## src/rtl/debug_step_ctrl.sv

```systemverilog
// debug_step_ctrl: run-control master for the pipeline's PC step/enable line.
//
// Decodes command bytes from the debug UART receiver. The CPU can be run
// continuously, single-stepped or reset. The block counts stepped cycles and
// latches HALT. After every single step, and on HALT, it streams a
// {PC, cycle count} snapshot, MSB-first, through the UART transmitter.
//
// Ports:
//   i_clk, i_reset          clock; synchronous active-high reset
//   i_rx_data, i_rx_valid   received command byte and its one-cycle strobe
//   i_tx_ready              transmitter accepts o_tx_data this cycle
//   o_tx_data, o_tx_valid   byte to transmit and its valid (held until accepted)
//   i_PC                    current PC value
//   i_halt                  HALT reached writeback
//   o_Step                  registered step enable to PC and pipeline
//   o_cpu_reset             registered one-cycle pipeline reset pulse
//   o_cycles                executed-cycle counter
//   o_halted                sticky HALT flag, cleared by CPU reset
module debug_step_ctrl #(
    parameter int unsigned        NBITS     = 32,
    parameter int unsigned        NB_DATA   = 8,
    parameter logic [NB_DATA-1:0] CMD_CONT  = 8'h63,
    parameter logic [NB_DATA-1:0] CMD_STEP  = 8'h73,
    parameter logic [NB_DATA-1:0] CMD_RESET = 8'h72
) (
    input  logic               i_clk,
    input  logic               i_reset,
    input  logic [NB_DATA-1:0] i_rx_data,
    input  logic               i_rx_valid,
    input  logic               i_tx_ready,
    output logic [NB_DATA-1:0] o_tx_data,
    output logic               o_tx_valid,
    input  logic [NBITS-1:0]   i_PC,
    input  logic               i_halt,
    output logic               o_Step,
    output logic               o_cpu_reset,
    output logic [NBITS-1:0]   o_cycles,
    output logic               o_halted
);

    localparam int unsigned NB_SNAP   = 2 * NBITS;
    localparam int unsigned NUM_BYTES = NB_SNAP / NB_DATA;
    localparam int unsigned CNT_W     = (NUM_BYTES > 1) ? $clog2(NUM_BYTES) : 1;

    typedef enum logic [2:0] {
        StIdle,
        StRun,
        StStep,
        StLoad,
        StSend,
        StDone,
        StCrst
    } state_e;

    state_e               state;
    logic [NB_SNAP-1:0]   snap;
    logic [CNT_W-1:0]     byte_cnt;
    logic                 accept;
    logic                 last_byte;
    logic                 rx_reset;

    assign accept    = o_tx_valid & i_tx_ready;
    assign last_byte = (byte_cnt == CNT_W'(NUM_BYTES - 1));
    assign rx_reset  = i_rx_valid && (i_rx_data == CMD_RESET);

    always_ff @(posedge i_clk) begin
        if (i_reset) begin
            state       <= StIdle;
            o_Step      <= 1'b0;
            o_cpu_reset <= 1'b0;
            o_tx_valid  <= 1'b0;
            o_tx_data   <= '0;
            o_halted    <= 1'b0;
            o_cycles    <= '0;
            snap        <= '0;
            byte_cnt    <= '0;
        end else begin
            o_cpu_reset <= 1'b0;
            if (o_Step) begin
                o_cycles <= o_cycles + NBITS'(1);
            end

            unique case (state)
                StIdle: begin
                    if (i_rx_valid) begin
                        if (i_rx_data == CMD_CONT) begin
                            state  <= StRun;
                            o_Step <= 1'b1;
                        end else if (i_rx_data == CMD_STEP) begin
                            state  <= StStep;
                            o_Step <= 1'b1;
                        end else if (i_rx_data == CMD_RESET) begin
                            state       <= StCrst;
                            o_cpu_reset <= 1'b1;
                            o_cycles    <= '0;
                            o_halted    <= 1'b0;
                        end
                    end
                end

                StRun: begin
                    // A reset command outranks a simultaneous HALT.
                    if (rx_reset) begin
                        state       <= StCrst;
                        o_Step      <= 1'b0;
                        o_cpu_reset <= 1'b1;
                        o_cycles    <= '0;
                        o_halted    <= 1'b0;
                    end else if (i_halt) begin
                        state    <= StLoad;
                        o_Step   <= 1'b0;
                        o_halted <= 1'b1;
                    end
                end

                StStep: begin
                    state  <= StLoad;
                    o_Step <= 1'b0;
                    if (i_halt) begin
                        o_halted <= 1'b1;
                    end
                end

                StLoad: begin
                    // o_cycles already includes the final stepped cycle here.
                    snap       <= {i_PC, o_cycles};
                    o_tx_data  <= i_PC[NBITS-1 -: NB_DATA];
                    o_tx_valid <= 1'b1;
                    byte_cnt   <= '0;
                    state      <= StSend;
                end

                StSend: begin
                    if (accept) begin
                        if (last_byte) begin
                            o_tx_valid <= 1'b0;
                            state      <= o_halted ? StDone : StIdle;
                        end else begin
                            // Next byte sits just below the one being accepted.
                            byte_cnt  <= byte_cnt + CNT_W'(1);
                            snap      <= snap << NB_DATA;
                            o_tx_data <= snap[NB_SNAP-NB_DATA-1 -: NB_DATA];
                        end
                    end
                end

                StDone: begin
                    if (rx_reset) begin
                        state       <= StCrst;
                        o_cpu_reset <= 1'b1;
                        o_cycles    <= '0;
                        o_halted    <= 1'b0;
                    end
                end

                StCrst: begin
                    state <= StIdle;
                end

                default: begin
                    state <= StIdle;
                end
            endcase
        end
    end

endmodule

```

## config.mk

```make
export PLATFORM = sky130hd
export DESIGN_NAME = debug_step_ctrl
export DESIGN_NICKNAME = d
export VERILOG_FILES = /design/src/rtl/debug_step_ctrl.sv
export SDC_FILE = /design/constraint.sdc
export NUM_CORES = 1
export LEC_CHECK = 0
export CORE_UTILIZATION = 30
export DETAILED_ROUTE_END_ITERATION = 16
export PLACE_DENSITY = 0.6
export SLEW_MARGIN = 20
export SYNTH_ARGS = -nofsm -noshare
export SYNTH_HDL_FRONTEND = slang
export SYNTH_SLANG_ARGS = --single-unit
```

## constraint.sdc

```tcl
create_clock -name i_clk -period 4.3 [get_ports i_clk]
set_clock_uncertainty 0.15 [all_clocks]
set_input_delay 0.43 -clock i_clk [delete_from_list [all_inputs] [get_ports i_clk]]
set_output_delay 0.43 -clock i_clk [all_outputs]
set_load 0.02 [all_outputs]
```

== Word level (Yosys, flattened, before mapping) ==
Index checks and enable logic that the tools add are counted.

* Bits in registers: 106
* Output and inout port bits: 44
* Bits of input ports: 45

* Add/subtract/negate cells: 2
* Multiplexer cells: 50
* Equality and inequality tests: 20
* Bitwise logic cells: 1
* Reductions and logical operators: 11

{| class="wikitable"
|+ Operators with widths
! cell !! number
|-
| 32-bit two-way mux || 6
|-
| 56-bit two-way mux || 2
|-
| 56-bit one-hot mux with 2 select lines || 1
|-
| 32-bit one-hot mux with 2 select lines || 1
|-
| 3-bit two-way mux || 12
|-
| 32-bit by 1-bit adder with 32-bit output, second input constant || 1
|-
| 8-bit by 7-bit equality test with 1-bit output, second input constant || 3
|-
| 1-bit two-way mux || 19
|-
| 3-bit one-hot mux with 6 select lines || 1
|-
| 8-bit two-way mux || 2
|-
| 2-bit inequality test, second input constant || 8
|-
| 8-bit one-hot mux with 2 select lines || 1
|-
| 6-bit AND reduction || 2
|-
| 3-bit equality test, second input constant || 3
|-
| 3-bit by 2-bit equality test with 1-bit output, second input constant || 2
|-
| 3-bit inequality test, second input constant || 2
|-
| 3-bit one-hot mux with 2 select lines || 1
|-
| 3-bit AND reduction || 2
|-
| 4-bit inequality test, second input constant || 1
|-
| 1-bit one-hot mux with 2 select lines || 2
|-
| 1-bit one-hot mux with 4 select lines || 1
|-
| 4-bit AND reduction || 1
|-
| 4-bit nonzero test || 1
|-
| 3-bit by 1-bit adder with 3-bit output, second input constant || 1
|-
| 8 further kinds || 8
|}

== Longest topological paths before layout ==
* Depth in word-level cells: 7
* Gate-level depth with buffers: 8
* Mapped depth without buffers: 7

== Worst setup path before layout ==
OpenSTA, ideal clock, no wires.

* Kind: register -> register
* Start: reg o_cycles[11]
* End: reg o_cycles[31]
* Library setup time: 0.125 ns
* Path buffers: 1
* Stages on the path, launching flop included: 7
* Arrival: 1.794 ns
* Period minus slack after synthesis: 2.070 ns
* Slack: 2.230 ns
* Cells stage by stage: dfxtp_1 -> and4_4 -> or4b_4 -> buf_6 -> nor4_4 -> xnor2_1 -> nor2_2

* Word-level cells in the longest chain between the ends: 7

{| class="wikitable"
|+ RTL lines
! item !! line !! source
|-
| start: declaration || 37 || <nowiki>output logic [NBITS-1:0] o_cycles,</nowiki>
|-
| start signal: assignment || 80 || <nowiki>o_cycles <= o_cycles + NBITS'(1);</nowiki>
|-
| 32-bit by 1-bit adder with 32-bit output (*) || 80 ||
|-
| 32-bit two-way mux (*) || 79 || <nowiki>if (o_Step) begin</nowiki>
|-
| 32-bit two-way mux || 92 || <nowiki>end else if (i_rx_data == CMD_RESET) begin</nowiki>
|-
| 32-bit two-way mux || 89 || <nowiki>end else if (i_rx_data == CMD_STEP) begin</nowiki>
|-
| 32-bit two-way mux || 86 || <nowiki>if (i_rx_data == CMD_CONT) begin</nowiki>
|-
| 32-bit two-way mux || 85 || <nowiki>if (i_rx_valid) begin</nowiki>
|-
| 32-bit one-hot mux with 2 select lines (*) || 83 || <nowiki>unique case (state)</nowiki>
|}

Every way passes the cells marked *; elsewhere a longest branch is shown, timed or not.
A chain may end at the register's enable or synchronous reset.

== Worst setup path in the final report ==
* Start: reg state[2]
* End: reg byte_cnt[0]

* Word-level cells in the longest chain between the ends: 3

{| class="wikitable"
|+ RTL lines
! item !! line !! source
|-
| start: declaration || 55 || <nowiki>state_e state;</nowiki>
|-
| start signal: assignment || 68 || <nowiki>state <= StIdle;</nowiki>
|-
| start signal: assignment || 87 || <nowiki>state <= StRun;</nowiki>
|-
| start signal: assignment || 90 || <nowiki>state <= StStep;</nowiki>
|-
| 3-bit equality test or 3-bit by 2-bit equality test with 1-bit output (tied branches) || 83 ||
|-
| 2-bit inequality test (no line) or 2-bit nonzero test (tied branches) || - ||
|-
| 3-bit AND reduction (no line) || - ||
|-
| end signal: assignment || 140 || <nowiki>byte_cnt <= byte_cnt + CNT_W'(1);</nowiki>
|-
| end: declaration || 57 || <nowiki>logic [CNT_W-1:0] byte_cnt;</nowiki>
|}

Several ways; a longest one is shown, not always the timed one.

==> impl_metrics.py <==
metrics = {
    "yosys": {
        "async_reset_ff_share_pct": 0,
        "netlist_area_um2": 4860,
        "synth-warning-count": 0,
        "synthMuxAreaShare_pct": 11.7,
        "yosysUniqueCellTypes": 51,
        "yosysTopAreaCell": "dfxtp_1",
        "synth_common_cells": "106 x dfxtp_1, 104 x nor2_1, 57 x a211oi_1, 57 x mux2i_1, 21 x xnor2_1",
        "synth_top_family_by_area": "simple AND/OR/NAND/NOR gates",
        "synth-edff-count": 0,
        "synth_area_leaders": "dfxtp_1 44%, mux2i_1 12%, a211oi_1 8.8%",
        "synth_nets": 580,
        "synth_xor_area_share_pct": 5.22,
        "synth-compound-area-share_pct": 14.3,
        "synthAdderAreaFrac_pct": 0.772,
        "synth_cells": 532,
        "avgSynthCellArea_um2": 9.14,
        "ys_ff_latch": 106,
        "synth-main-ff-cell": "dfxtp_1",
        "synth_top_area_share_pct": 43.6,
        "yosysMostFrequentCell": "dfxtp_1",
        "ys_seq_area_share_pct": 43.6,
        "yosys.area_share.simple_pct": 20.3,
    },
    "floorplanning": {
        "fp.dieArea_um2": 16700,
        "core_area_um2": 15800,
        "initial_core_util_pct": 30.7,
        "num_rows": 46,
        "die_x_um": 129,
        "die_h_um": 129,
        "ios": 89,
    },
    "clock_network": {
        "cts_tree": "done",
        "worstSkewPairLatency_ps": 350,
        "h-tree-depth": 3,
        "clockRootBuffer": "clkbuf_16",
        "clock_sinks": 106,
        "clk_pin_slew_worst_paths_ps": 70,
        "post_cts_buffers": 0,
        "holdBufCountCts": 0,
        "cts_buffers": 9,
        "cts.repair.resized": 0,
        "cts_buffer_depth": 2,
    },
    "routing": {
        "wirelength_um": 11700,
        "ant_nets": 0,
        "wl_per_cell_um": 14.3,
        "drt_pass1_iterations": 4,
        "drc": 0,
        "viasPerCell": 4.93,
        "dr.first_iter.drc_count": 214,
        "vias": 4029,
    },
    "timing": {
        "setup_violations": 0,
        "holdWs_ps": 313,
        "worst_slew_pin_slew_ps": 797,
        "final.min_clock_period_ps": 2700,
        "fmax_mhz": 371,
        "hold_violations": 0,
        "maxSlewHeadroom_pct": 46.9,
        "rsz0062_at_grt": "no",
        "postLayoutSetupSlackWorst_ps": 1600,
        "setup_tns_ps": 0,
        "maxSlewViolCount": 0,
        "period_share_pct": 62.7,
    },
    "worst_setup_path": {
        "critPathBufInv": 1,
        "crit_type": "register to register",
        "critPathMaxStageDelay_ps": 620,
        "worstSetupStartpointType": "register",
        "crit_required_ps": 4430,
        "worstPathArrival_ps": 2830,
        "crit_family": "simple AND/OR/NAND/NOR gates",
        "worstPathMaxFanout": 45,
        "slowest_stage": "dfxtp_1",
        "worstSetupEndpointType": "register",
        "cp_cell_sequence": "nand2b_1 > nor2_4 > buf_12 > a21o_1 > nand2_1 > a21oi_1",
    },
    "cells_and_area": {
        "n_antenna_cell": 0,
        "final_cells": 818,
        "final_core_util_pct": 39.3,
        "nets": 645,
        "fillCellCount": 1581,
        "drive_gt1_share_pct": 5.98,
        "final_cell_area_um2": 6220,
        "area_growth_pct": 27.9,
        "multi_input_area_um2": 2560,
        "register_area_um2": 2120,
    },
    "place": {
        "port_buffers": 88,
        "place_area_um2": 5910,
        "post-place-cells": 802,
        "dp_hpwl_um": 8060,
        "place_congestion": 0.777,
        "dp_slack_ps": 1640,
    },
    "pwr": {
        "power_density_nw_per_um2": 321,
        "power.total_mw": 2.00,
        "irDropWorstVdd_uv": 213,
        "p_leak_nw": 1.86,
    },
    "grt": {
        "grt_pass1_vias": 3832,
        "use_met3_pct": 3.43,
        "grt_util_met2_pct": 23.0,
        "overflow": 0,
        "use_met1_pct": 18.9,
        "grt_use_total_pct": 14.5,
        "antenna_found_initial": 0,
        "grt_pass1_wl_um": 19100,
        "gr-max-usage-layer": "met2",
        "grt_max_degree": 116,
    },
    "flow_run": {
        "drv_cap": 0,
    },
    "min_path": {
        "hold_path_class": "register to register",
    },
    "run_status": {
        "status": "finished clean",
    },
}
-- worst paths after layout --
check	end	from	depth (start not counted)	slack (ps)
worst min-delay path	byte_cnt[2]	byte_cnt[2]	2	310
worst max-delay path	byte_cnt[0]	state[2]	6	1600
worst max register to register	byte_cnt[0]	state[2]	6	1600
worst min register to register	byte_cnt[2]	byte_cnt[2]	2	310
-- sequential cells by signal (all words and copies together), names as in the netlist --
register     count
byte_cnt         3
o_Step           1
o_cpu_reset      1
o_cycles        32
o_halted         1
o_tx_data        8
o_tx_valid       1
snap            56
state            3
-- final cells by class --
cell class / instances / area share, %
Multi-Input combinational cell: 381 / 41.1
Sequential cell: 106 / 34.1
Timing Repair Buffer: 92 / 15.0
Tap cell: 216 / 4.35
Clock buffer: 10 / 3.84
Clock inverter: 6 / 1.17
Inverter: 7 / 0.422
-- power breakdown --
part           internal, mW  leakage [nW]  switching (mW)
clock                 0.474         0.150           0.386
sequential            0.995         0.854         0.00980
combinational        0.0694         0.851          0.0628
total                  1.54          1.86           0.458
-- cells by family after synthesis --
| logic type | Yosys count |
|---|---|
| mux | 57 |
| buf+inv | 45 |
| fa+ha+maj | 3 |
| xor+xnor | 29 |
| flops | 106 |
| compound gates | 95 |
| simple gates | 197 |
-- tightest hold or removal path, cell delays in order (launching register included) --
cell     delay, ps
dfxtp_1        320
nand2_1         50
a21oi_1         50
-- routing by layer --
| metal | vias up | share of wire (%) | wire length, um |
|---|---|---|---|
| met5 | - | 0 | 0 |
| met4 | 0 | 1.7 | 199 |
| met3 | 12 | 5.3 | 615 |
| met2 | 94 | 44 | 5210 |
| met1 | 1872 | 49 | 5690 |
| li1 | 2051 | - | - |
-- cells in the final DEF (no fill, tap or decap), drive strengths merged, types with 2 or more instances in the layout --
master / Yosys / final
a21oi: 11 / 11
xor2: 8 / 8
clkinv: 0 / 2
and4: 4 / 4
nor2b: 4 / 4
nor4b: 3 / 3
nand3: 15 / 15
or3: 3 / 3
xnor2: 21 / 21
inv: 7 / 9
clkbuf: 18 / 10
buf: 20 / 5
a22oi: 9 / 9
nor3: 15 / 15
o21ai: 3 / 3
ha: 3 / 3
nor4: 2 / 2
clkdlybuf4s50: 0 / 87
o41ai: 2 / 2
nand3b: 2 / 2
o211ai: 2 / 2
o21bai: 2 / 2
nand2: 17 / 17
nand2b: 4 / 4
dfxtp: 106 / 106
nand4: 11 / 11
mux2i: 57 / 57
nor3b: 2 / 2
and3: 5 / 5
a211oi: 57 / 57
nor2: 105 / 105
Note: power is estimated with default switching activity, not from simulation.
==> variant, RTL diff (same settings) <==
The 7 states of `state_e` get a one-hot encoding in 7 bits.
--- a/src/rtl/debug_step_ctrl.sv
+++ b/src/rtl/debug_step_ctrl.sv
@@ -42,14 +42,14 @@
     localparam int unsigned NUM_BYTES = NB_SNAP / NB_DATA;
     localparam int unsigned CNT_W     = (NUM_BYTES > 1) ? $clog2(NUM_BYTES) : 1;
 
-    typedef enum logic [2:0] {
-        StIdle,
-        StRun,
-        StStep,
-        StLoad,
-        StSend,
-        StDone,
-        StCrst
+    typedef enum logic [6:0] {
+        StIdle = 7'b0000001,
+        StRun  = 7'b0000010,
+        StStep = 7'b0000100,
+        StLoad = 7'b0001000,
+        StSend = 7'b0010000,
+        StDone = 7'b0100000,
+        StCrst = 7'b1000000
     } state_e;
 
     state_e               state;
Behaviour: no difference found for any inputs over 4 cycles, from zero or initial values and one cycle with i_reset high; so few cycles prove little.
==> variant against the unedited design <==
Sequential cell count up 4; maximum frequency down 12%; power up 1.7%; utilization down 0.62 points; worst setup slack worse by 0.36 ns; area after synthesis up 6.4%; count of clock-buffer cells in the layout up 2; routed wire length up 7.7%; final area up 3.8%; highest routed layer unchanged.
==> variant: results (changes against the unedited design) <==
status completed; routed length per placed instance 14.1 um (-1.7%); Sw Share 22.6% (-0.37 points); Synth cell types 50 (-2.0%); global routing usage on met2 21.9% (-1.1 points); Primary FF master, synth dfxtp_1; M1 wire length 6.43 mm (+13%); pre-CTS WS 1.28 ns (-0.361 ns); sequential power share 50.9% (+0.6 points); vias in the first global route 4,235 (+11%); WL final 12.6 mm (+7.7%); slew at the pin closest to its max-slew limit 0.854 ns (+0.0573 ns); GP Congestion 0.803 (+3.2%); Leak 2.04 nW (+10%); share of cells above drive strength 1 10.5% (+4.5 points); CTS buffer count 9 (unchanged); global-route wire length before repair 21.1 mm (+11%); Arr. time, crit path 3.17 ns (+0.34 ns); Worst-path clk slew 0.07 ns (about the same); register area share after synthesis 42.6% (-1.1 points); TritonRoute pass-1 iters 4 (unchanged); Avg Vias per Cell 4.90 (-0.46%); CP max FO 61 (+36%); syn_area_per_cell 8.43 um2 (-7.8%); synth cell count leaders nand2_1 (128), dfxtp_1 (110), nor2_1 (110); GR Util met3 4.07% (+0.64 points); Max Fclk 327 MHz (-12%); pin count of the biggest net entering global routing 62 (-47%); critical hold path startpoint snap[19]; Crit-path slowest cell or2_4; M1 GR Usage 20.6% (+1.7 points); Hold Path End snap[27]; Top Registers snap (56), o_cycles (32), o_tx_data (8); Critical Path Sink o_tx_data[6]; DRT iter0 DRCs 256 (+20%); reg-to-reg slack, setup 1.24 ns (-0.36 ns); placed instance area 0.00614 mm2 (+3.9%); gr usage total 14.7% (+0.22 points); H-tree depth 3 (unchanged); post-synth net total 662 (+14%); crit-path leading delay family simple AND/OR/NAND/NOR gates; top post-synthesis cells by area dfxtp_1 (43%), nand2_1 (9.3%), a311oi_2 (8.7%), nor2_1 (8.0%), a311oi_1 (4.4%); metal2 WL 5.35 mm (+2.7%); Worst R2R Path Depth 6 (unchanged); P_comb 0.145 mW (+9.8%); worst hold path type flop to flop; placed cell count 879 (+9.6%); Routed met3 length 634 um (+3.1%); maximum VDD drop 0.000214 V (+0.36%); Fin Hold WS 0.318 ns (+0.00562 ns); max incr delay on CP 0.66 ns (+0.04 ns); crit path launch state[0]; HPWL Detailed 8.58 mm (+6.5%); hold path cells 2 (unchanged); CTS max path bufs 2 (unchanged); Nets 719 (+11%); Root Buffer clkbuf_16
[variant: cell types whose count changed in the layout (fill, tap and decap cells not counted), moves of 9 or more]
cell / delta
nand2_1: +111
a211oi_1: -56
mux2i_1: -55
a311oi_2: +30
a311oi_1: +25
xor2_1: +15
xnor2_1: -10
nor2_2: +9
[variant: kinds of logic (layout without fill, tap and decap cells)]
group | count (synthesis) | in the layout | share of synthesized area (%)
DFF | 110 | 110 | 42.6
adders and majority gates | 3 | 3 | 0.725
AOI/OAI and AO/OA | 85 | 85 | 16.9
xor gates and xnor gates | 34 | 34 | 5.75
and+or+nand+nor | 325 | 325 | 28.5
buffers and inverters | 55 | 117 | 5.20
muxes | 2 | 2 | 0.387
[variant: cell type report]
type | instances | area, um2
clock inverters | 4 | 45.0
well taps | 220 | 275
repair buffers | 95 | 943
inverters | 6 | 22.5
clock buffers | 12 | 256
multi-input cells | 449 | 2710
flip-flops and latches | 110 | 2200
fillers | 1758 | 10200
